**src/rtl/soc_gate_en_ctrl.sv**
```systemverilog
// Enable-qualifier controller for a downstream non-clock AND2 gate.
// Synchronizes an asynchronous enable request, applies a wake hold-off before
// asserting en_o and a busy-aware drain hold-off before releasing it.
// en_o and en_ack are dedicated flops so they cannot glitch.

module soc_gate_en_ctrl #(
  parameter int unsigned SYNC_STAGES = 2,
  parameter int unsigned CNT_W       = 4
) (
  input  logic             clk,
  input  logic             rst_b,
  input  logic             en_req_async,
  input  logic [CNT_W-1:0] dly_on,
  input  logic [CNT_W-1:0] dly_off,
  input  logic             busy_in,
  output logic             en_o,
  output logic             en_ack,
  output logic [1:0]       state_o
);

  typedef enum logic [1:0] {
    StOff   = 2'b00,
    StWake  = 2'b01,
    StOn    = 2'b10,
    StDrain = 2'b11
  } state_e;

  logic [SYNC_STAGES-1:0] sync_q;
  logic                   req_s;
  state_e                 state_q, state_d;
  logic [CNT_W-1:0]       cnt_q, cnt_d;
  logic                   en_q, en_d;
  logic                   ack_q, ack_d;
  logic                   cnt_zero;

  // Request synchronizer; the only place en_req_async is sampled.
  always_ff @(posedge clk or negedge rst_b) begin
    if (!rst_b) begin
      sync_q <= '0;
    end else begin
      sync_q <= {sync_q[SYNC_STAGES-2:0], en_req_async};
    end
  end

  assign req_s    = sync_q[SYNC_STAGES-1];
  assign cnt_zero = (cnt_q == '0);

  // State and hold-off counter registers.
  always_ff @(posedge clk or negedge rst_b) begin
    if (!rst_b) begin
      state_q <= StOff;
      cnt_q   <= '0;
    end else begin
      state_q <= state_d;
      cnt_q   <= cnt_d;
    end
  end

  // Next-state and counter logic; delays are only sampled on their load cycle.
  always_comb begin
    state_d = state_q;
    cnt_d   = cnt_q;
    unique case (state_q)
      StOff: begin
        if (req_s) begin
          state_d = StWake;
          cnt_d   = dly_on;
        end
      end
      StWake: begin
        if (!req_s) begin
          state_d = StOff;
        end else if (cnt_zero) begin
          state_d = StOn;
        end else begin
          cnt_d = cnt_q - CNT_W'(1);
        end
      end
      StOn: begin
        if (!req_s) begin
          state_d = StDrain;
          cnt_d   = dly_off;
        end
      end
      StDrain: begin
        // Re-request wins over drain; busy freezes the count without reload.
        if (req_s) begin
          state_d = StOn;
        end else if (!busy_in) begin
          if (cnt_zero) begin
            state_d = StOff;
          end else begin
            cnt_d = cnt_q - CNT_W'(1);
          end
        end
      end
      default: begin
        state_d = StOff;
      end
    endcase
  end

  // Output next values decoded from next state, so the flops track the state.
  always_comb begin
    en_d  = (state_d == StOn) || (state_d == StDrain);
    ack_d = (state_d == StOn);
  end

  // Dedicated output flops; reset clears them without waiting for a clock.
  always_ff @(posedge clk or negedge rst_b) begin
    if (!rst_b) begin
      en_q  <= 1'b0;
      ack_q <= 1'b0;
    end else begin
      en_q  <= en_d;
      ack_q <= ack_d;
    end
  end

  assign en_o    = en_q;
  assign en_ack  = ack_q;
  assign state_o = state_q;

endmodule
```
**config.mk**
```make
export PLATFORM = sky130hd
export DESIGN_NAME = soc_gate_en_ctrl
export DESIGN_NICKNAME = d
export VERILOG_FILES = /design/src/rtl/soc_gate_en_ctrl.sv
export SDC_FILE = /design/constraint.sdc
export NUM_CORES = 1
export LEC_CHECK = 0
export BUFFER_PORTS_ARGS = -buffer_cell sky130_fd_sc_hd__buf_2
export CAP_MARGIN = 5
export CORE_MARGIN = 5
export CORE_UTILIZATION = 35
export CTS_BUF_LIST = sky130_fd_sc_hd__clkbuf_4 sky130_fd_sc_hd__clkbuf_8
export DETAILED_ROUTE_END_ITERATION = 10
export PLACE_DENSITY = 0.65
export SLEW_MARGIN = 20
export SYNTH_ARGS = -nofsm -noshare
export SYNTH_HDL_FRONTEND = slang
export SYNTH_SLANG_ARGS = --single-unit
```
**constraint.sdc**
```tcl
create_clock -name clk -period 1.95 [get_ports clk]
set_input_delay 0.4875 -clock clk [delete_from_list [all_inputs] [get_ports clk]]
set_output_delay 0.4875 -clock clk [all_outputs]
set_load 0.02 [all_outputs]
```
==> results.yml, run 1 <==
run_status:
  status: "complete, no violations"
route:
  drt_iter0_markers: 1
  ant_nets: 0
  drc: 0
  wirelength_mm: 1.009
  dr.max_layer_used: "met4"
  vias: 385
  wl_met2_um: 476
  met3_length_um: 71
  drt_pass1_iterations: 2
  wl_met1_um: 442
  avgRoutedWirePerCell_um: 12.77
  via_per_inst: 4.873
die:
  dieHeight_um: 47.48
  ios: 16
  core_area_sq_um: 1318
  start_util: 0.3732
  dieArea_sq_um: 2254
  rows: 13
  dieWidth_um: 47.48
worst_setup_path:
  critPathCaptureType: "primary output"
  cp_max_fo: 8
  crit_path_start_kind: "flip-flop"
  crit_type: "flip-flop to primary output"
  cp.required_ps: 1460
  r2r_slack_ps: 510
  cp.arrival_ps: 990
grt:
  gr-total-overflow: 0
  grt.total_usage: 0.1123
  grt_pass1_vias: 376
  grt_pass1_wl_mm: 1.669
  antenna_found_initial: 0
  grt_max_degree: 11
clock_tree:
  holdBufCountCts: 0
  cts_made_buffers: 3
  cts_tree: "done"
  clk_latency_ps: 260
  cts_resized: 0
  cts.sinks: 9
  clk_path_buf_depth: 2
  clk_pin_slew_ps: 60
  htree_levels: 1
  cts_setup_buffers: 0
  cts_root_buf: "clkbuf_4"
yosys:
  synth_cells: 46
  yosys_warnings: 0
  synthesis.area_sq_um: 491.7
  synth_top_area_share: 0.4580
  seq_area_frac_synth: 0.4580
  synth_top_area_cell: "dfrtp_1"
  synth_nets: 59
  syn_area_per_cell_sq_um: 10.69
  synth.area.top_cells: "dfrtp_1 46%, mux2i_1 10%, a22o_1 5.3%, o21ai_0 4.1%, inv_1 3.1%"
  yosysUniqueCellTypes: 24
  ys_seq_elements: 9
timing:
  drv_slew: 0
  max-slew-margin-rel: 0.8048
  final.min_clock_period_ps: 1476
  setup_viol: 0
  tns_ps: 0
  tightest_slew_ps: 292.2
  finClkSkew_ps: 3.880
  grt_setup_unrepaired: "no"
  setup_slack_ps: 474.1
  hold_violations: 0
  clock.fmax_ghz: 0.6775
  min_period_over_period: 0.7569
placed_design:
  place_ws_ps: 523.4
  dp.cells: 75
  dpl.hpwl_um: 825
  place_congestion: 0.7539
  io_buffers: 15
final_layout:
  final_cell_mix: "15 x buf_2, 9 x dfrtp_1, 5 x mux2i_1"
  drive_gt1_frac: 0.3906
  layout.nets: 78
  stdcell_count: 79
  n_antenna_cell: 0
  final_common_cell: "buf_2"
  syn2layout_area_growth_pct: 23.41
flow_run:
  max_cap_viol_count: 0
power:
  p_leak_nw: 0.3036
  peakVddDrop_v: 0.0005464
  powerDensity_nw_per_um2: 1521
hold_path:
  hp-class: "primary input to async pin"
==> metal layers <==
metal  GRT usage  vias to the layer above
met1      0.1372                      171
li1            -                      199
met3     0.03383                        2
met5           0                        -
met4     0.04972                        0
met2      0.1818                       13
==> sequential cells by signal (all words and copies together) (netlist names) <==
register  flops
sync_q        2
en_o          1
cnt_q         4
state_o       1
en_ack        1
==> synth_stat cells (all sizes together) <==
cell	n
mux2	1
a21bo	1
o21ai	4
dfrtp	9
inv	4
o21a	1
or3	1
a21oi	1
nor3	1
mux2i	5
buf	3
o32ai	1
nand2	2
or3b	1
nor2b	2
nand2b	1
o2bb2ai	1
nand4b	1
ha	1
nor2	2
a22o	3
==> critical path, cell delays in order, from the launching register on <==
cell and delay (ps):
dfrtp_1 390, buf_4 180, buf_2 160
==> per-stage QoR <==
stage / instance area, sq um / util / total power, W / hold WS [ps]
detailed placement: 576.8 / 0.4378 / 0.0007750 / 354.8
global route: 606.8 / 0.4606 / 0.001004 / 73.22
finish: 606.8 / 0.4606 / 0.0009231 / 66.43
global placement: 576.8 / 0.4378 / 0.0007684 / 333.5
CTS: 606.8 / 0.4606 / 0.0009357 / 72.45
floorplan: 491.7 / - / 0.0006736 / 191.9
==> area by class of cell <==
class | count | area (sq um)
timing repair buffer | 17 | 90.09
multi-input combinational | 30 | 227.7
clock buffer | 4 | 30.03
fill | 139 | 710.7
inverter | 4 | 15.01
tap | 15 | 18.77
sequential | 9 | 225.2
==> final timing paths <==
path / cells past startpoint / endpoint / from
max reg2reg: 3 / en_o$_DFF_PN0_ / cnt_q[3]$_DFFE_PN0P_
min in group clk: 1 / sync_q[0]$_DFF_PN0_ / en_req_async
min: 1 / cnt_q[0]$_DFFE_PN0P_ / rst_b
max in group asynchronous: 1 / state_o[0]$_DFF_PN0_ / rst_b
max: 2 / en_o / en_o$_DFF_PN0_
min reg2reg: 0 / sync_q[1]$_DFF_PN0_ / sync_q[0]$_DFF_PN0_
==> logic make-up after synthesis <==
group                      after synthesis  share of synthesized area
muxes                                    6                     0.1247
and+or+nand+nor                         11                     0.1374
AOI/OAI and AO/OA                       12                     0.1756
buffers and inverters                    7                    0.07887
adders and majority gates                1                    0.02544
DFF                                      9                     0.4580
==> report_power, final <==
part,leakage [nW],switching [W],internal [W]
Sequential,0.109,0.0000506,0.000258
Combinational,0.177,0.000239,0.000218
Clock,0.0184,0.0000649,0.0000928
No activity file was read; power rests on OpenSTA's default activity.
==> run 2: changes to the inputs <==
clock period = 1.4 ns   (was 1.95 ns; I/O delays follow)
==> run 2 against run 1 <==
  * The flow now finishes with violations (setup timing)
  * Non-clock buffer count increased by 11
  * Sequential power increased by 39%
  * Via count increased by 12%
  * Critical path type is now flip-flop to flip-flop
==> results.yml, run 2 (same netlist as run 1, synthesis figures left out) <==
worst_setup_path:
  critPathCaptureType: "flip-flop"
  crit_slowest_cell: "or3b_4"
  crit_type: "flip-flop to flip-flop"
  r2r-end: "en_o$_DFF_PN0_"
  cp.required_ps: 1550
  startpoint: "cnt_q[2]$_DFFE_PN0P_"
  crit_path_start_kind: "flip-flop"
  r2r_start: "cnt_q[2]$_DFFE_PN0P_"
  cp.arrival_ps: 1570
  cp_max_fo: 3
  critPathBufInv: 0
  rr_worst_depth: 3
  cpPeakStageDelay_ps: 420
  r2r_slack_ps: -20
  endpoint: "en_o$_DFF_PN0_"
  cpLargestDelayFamily: "simple AND/OR/NAND/NOR gates"
  path_cells: "or3b_4, or3_4, a22o_1"
  cp.depth: 3
grt:
  gr-total-overflow: 0
  grt_max_degree: 11
  antenna_found_initial: 0
  grt_pass1_vias: 434
  grt.total_usage: 0.1281
  grt_pass1_wl_mm: 1.911
final_layout:
  n_antenna_cell: 0
  top_register: "cnt_q"
  finish.instance_area_sq_um: 703.2
  n_fill_cell: 115
  largest_reg_flops: 4
  syn2layout_area_growth_pct: 43.00
  layout.nets: 89
  stdcell_count: 90
  drive_gt1_frac: 0.5467
  final_common_cell: "buf_2"
  final_cell_mix: "15 x buf_2, 12 x buf_4, 8 x dfrtp_1, 5 x mux2i_1"
  top_regs: "cnt_q x4, sync_q x2"
timing:
  finClkSkew_ps: 1.916
  clock.fmax_ghz: 0.7019
  min_period_over_period: 1.018
  grt_setup_unrepaired: "yes"
  tns_ps: -24.78
  tightest_slew_ps: 234.3
  setup_viol: 1
  max-slew-margin-rel: 0.8433
  setup_slack_ps: -24.78
  final.min_clock_period_ps: 1425
  hold_violations: 0
  drv_slew: 0
power:
  pwr-share-comb: 0.571
  clock_power_share: 0.146
  powerDensity_nw_per_um2: 2143
  p_leak_nw: 0.3559
  p_sw_w: 0.0005451
  p_total_w: 0.001507
  internal-power_w: 0.0009618
  peakVddDrop_v: 0.001265
  seq_power_share: 0.283
  power_switching_share: 0.3617
die:
  start_util: 0.3732
  core_area_sq_um: 1318
  dieWidth_um: 47.48
  ios: 16
  dieHeight_um: 47.48
  dieArea_sq_um: 2254
  rows: 13
placed_design:
  io_buffers: 15
  dpl.hpwl_um: 855.9
  postPlaceCellArea_sq_um: 633.1
  dp.cells: 82
  place_ws_ps: -32.56
  place_congestion: 0.7876
route:
  drt_iter0_markers: 5
  wirelength_mm: 1.084
  via_per_inst: 4.811
  drc: 0
  avgRoutedWirePerCell_um: 12.04
  drt_pass1_iterations: 2
  ant_nets: 0
  vias: 433
clock_tree:
  cts_made_buffers: 3
  htree_levels: 1
  clk_latency_ps: 260
  cts_tree: "done"
  clk_path_buf_depth: 2
  cts.sinks: 9
  clk_pin_slew_ps: 60
  cts_root_buf: "clkbuf_4"
hold_path:
  hp-class: "primary input to flip-flop"
run_status:
  violations: "setup timing"
  status: "finished, violations left"
flow_run:
  max_cap_viol_count: 0
run 2: changes by cell type in the layout (fill, tap and decap cells not counted), sizes merged:
| cell | delta |
|---|---|
| buf | +10 |
| dlygate4sd3 | +1 |
run 2: stage by stage:
stage	utilization	hold WS, ps
6_report	0.5337	194.9
5_1_grt	0.5337	174.8
4_1_cts	0.5204	184.9
3_5_place_dp	0.4805	215.6
3_3_place_gp	0.4805	211.1
2_1_floorplan	-	54.41
run 2: routing by layer:
layer	GRT usage	wire, um	vias to the layer above
met3	0.06767	89	2
met5	0	0	-
met1	0.1402	464	193
met4	0.04972	12	0
li1	-	-	222
met2	0.2086	518	16
run 2: power groups by stage:
stage / combinational [W] / clock (W) / sequential [W]
6_report: 0.000860 / 0.000220 / 0.000427
5_1_grt: 0.000960 / 0.000252 / 0.000441
4_1_cts: 0.000813 / 0.000231 / 0.000428
3_5_place_dp: 0.000784 / 0 / 0.000433
3_3_place_gp: 0.000774 / 0 / 0.000423
2_1_floorplan: 0.000486 / 0 / 0.000468
run 2: cell type report:
class / count / area, sq um / share of cell area
Clock buffer: 4 / 30.03 / 0.04270
Inverter: 4 / 15.01 / 0.02135
Multi-Input combinational cell: 30 / 237.7 / 0.3381
Sequential cell: 9 / 226.5 / 0.3221
Tap cell: 15 / 18.77 / 0.02669
Timing Repair Buffer: 28 / 175.2 / 0.2491
run 2: what timing repair did:
| item | 4_1_cts | 5_1_grt |
|---|---|---|
| resized for setup | 1 | 3 |
| hold buffers | 1 | 0 |
| endpoints found under the hold margin | 9 | 0 |
| pin swaps | 1 | 0 |
| setup endpoints to repair | 1 | 4 |
| cloned | 0 | 0 |
| buffers inserted | 1 | 2 |
run 2: worst min path at each step:
stage | depth (start not counted) | from | to | slack, ps
floorplan | 0 | rst_b | cnt_q[0]$_DFFE_PN0P_ | 50
global placement | 1 | rst_b | sync_q[0]$_DFF_PN0_ | 210
detailed placement | 1 | rst_b | sync_q[1]$_DFF_PN0_ | 220
CTS | 1 | en_req_async | sync_q[0]$_DFF_PN0_ | 180
global route | 1 | en_req_async | sync_q[0]$_DFF_PN0_ | 170
finish | 1 | en_req_async | sync_q[0]$_DFF_PN0_ | 190
==> run 3: changes to the inputs <==
CORE_MARGIN = default   (was 5)
==> run 3 against run 2 <==
  * The flow still finishes with violations (setup timing)
  * Routed wire length shrank 13%
  * Via count stayed put
  * Clock skew up 3.3 ps
  * Final cell count unchanged
  * Largest power group unchanged
  * Setup slack gained 9.3 ps
  * Sequential share of layout area did not move
  * Maximum frequency grew 0.66%
  * Critical endpoint unchanged
  * Utilization increased by 0.67 points
  * Die area fell by 31%
  * Critical path depth unchanged
  * Design area unchanged
  * Flip-flop and latch count is the same
==> results.yml, run 3 (same netlist as run 1, synthesis figures left out) <==
worst_setup_path:
  cp_max_fo: 3
  critPathCaptureType: "flip-flop"
  rr_worst_depth: 3
  crit_type: "flip-flop to flip-flop"
  r2r-end: "en_o$_DFF_PN0_"
  r2r_slack_ps: -20
  crit_path_start_kind: "flip-flop"
  cp.required_ps: 1550
  r2r_start: "cnt_q[3]$_DFFE_PN0P_"
  cp.arrival_ps: 1560
hold_path:
  min_from: "en_req_async"
  hp-class: "primary input to flip-flop"
  hold_end: "sync_q[0]$_DFF_PN0_"
  min_path_cells: 1
final_layout:
  layout.nets: 89
  final_common_cell: "buf_2"
  n_antenna_cell: 0
  top_regs: "cnt_q x4, sync_q x2"
  syn2layout_area_growth_pct: 43.00
  postLayoutCoreUtil: 0.5404
  drive_gt1_frac: 0.5200
  largest_reg_flops: 4
  top_register: "cnt_q"
  final_cell_mix: "15 x buf_2, 12 x buf_4, 8 x dfrtp_1, 5 x mux2i_1"
grt:
  grt_pass1_wl_mm: 1.573
  gr-total-overflow: 0
  grt_pass1_vias: 403
  grt.total_usage: 0.1565
  antenna_found_initial: 0
  grt_max_degree: 11
timing:
  tightest_slew_ps: 223.5
  hold_violations: 0
  grt_setup_unrepaired: "yes"
  setup_viol: 1
  finClkSkew_ps: 5.173
  min_period_over_period: 1.011
  drv_slew: 0
  setup_slack_ps: -15.49
  max-slew-margin-rel: 0.8505
  final.min_clock_period_ps: 1415
  clock.fmax_ghz: 0.7065
power:
  clock_power_share: 0.149
  pwr-share-comb: 0.574
  internal-power_w: 0.0009592
  power_switching_share: 0.3573
  peakVddDrop_v: 0.0009025
  powerDensity_nw_per_um2: 2122
  p_sw_w: 0.0005331
  p_total_w: 0.001492
  seq_power_share: 0.277
  p_leak_nw: 0.3571
placed_design:
  io_buffers: 15
  place_congestion: 0.7879
  dpl.hpwl_um: 714.2
clock_tree:
  cts_root_buf: "clkbuf_4"
  cts_tree: "done"
  cts.sinks: 9
  clk_latency_ps: 260
  htree_levels: 1
  cts_made_buffers: 3
  clk_pin_slew_ps: 60
  clk_path_buf_depth: 2
run_status:
  violations: "setup timing"
  status: "finished, violations left"
die:
  dieArea_sq_um: 1559
  rows: 13
  dieWidth_um: 39.48
  start_util: 0.3779
  core_area_sq_um: 1301
  ios: 16
  dieHeight_um: 39.48
route:
  avgRoutedWirePerCell_um: 10.50
  wirelength_um: 945
  vias: 433
  drt_iter0_markers: 6
  ant_nets: 0
  via_per_inst: 4.811
  drt_pass1_iterations: 4
  drc: 0
flow_run:
  max_cap_viol_count: 0
## run 3: cell counts in the layout (fill, tap and decap cells not counted)
Identical to the previous run, type by type.
## run 3: worst max-delay path by stage
stage | start | to
finish | cnt_q[3]$_DFFE_PN0P_ | en_o$_DFF_PN0_
global route | cnt_q[3]$_DFFE_PN0P_ | en_o$_DFF_PN0_
floorplan | state_o[0]$_DFF_PN0_ | en_o$_DFF_PN0_
global placement | cnt_q[3]$_DFFE_PN0P_ | en_o$_DFF_PN0_
CTS | cnt_q[3]$_DFFE_PN0P_ | en_o$_DFF_PN0_
detailed placement | cnt_q[3]$_DFFE_PN0P_ | en_o$_DFF_PN0_
## run 3: layout make-up
class | count | area [sq um]
Multi-Input combinational cell | 30 | 237.7
Sequential cell | 9 | 226.5
Timing Repair Buffer | 28 | 175.2
Tap cell | 15 | 18.77
Clock buffer | 4 | 30.03
Fill cell | 123 | 598.1
Inverter | 4 | 15.01
## run 3: what timing repair did
action	CTS	global route
hold endpoints to repair	9	0
resized for setup	0	2
hold buffers	1	0
setup buffers	0	3
setup endpoints to repair	1	5
## run 3: critical path, stage by stage (launching register included)
cell	delay (ps)
dfrtp_1	380
or3b_4	410
or3_4	340
a22o_1	180
## run 3: metrics by stage
stage / instances / instance area [sq um] / setup TNS, ps / hold WS, ps / setup slack, ps
2_1_floorplan: 46 / 498.0 / -352.1 / 54.41 / -142.8
3_3_place_gp: 82 / 633.1 / 0 / 210.5 / 8.100
3_5_place_dp: 82 / 633.1 / 0 / 214.9 / 2.870
4_1_cts: 87 / 673.1 / -9.628 / 188.3 / -9.628
5_1_grt: 90 / 703.2 / -67.48 / 179.9 / -40.17
6_report: 90 / 703.2 / -15.49 / 194.2 / -15.49
## run 3: per-layer routing
layer	vias to the layer above	global-route usage	wire [um]
li1	226	-	-
met1	188	0.1744	473
met2	15	0.2623	410
met3	4	0.03409	43
met4	0	0.1034	18
met5	-	0	0
## run 3: power groups by stage
stage / Clock (W) / Combinational [W] / Sequential, W
floorplan: 0 / 0.000486 / 0.000468
global placement: 0 / 0.000771 / 0.000423
detailed placement: 0 / 0.000780 / 0.000422
CTS: 0.000227 / 0.000783 / 0.000418
global route: 0.000241 / 0.000959 / 0.000422
finish: 0.000222 / 0.000857 / 0.000413
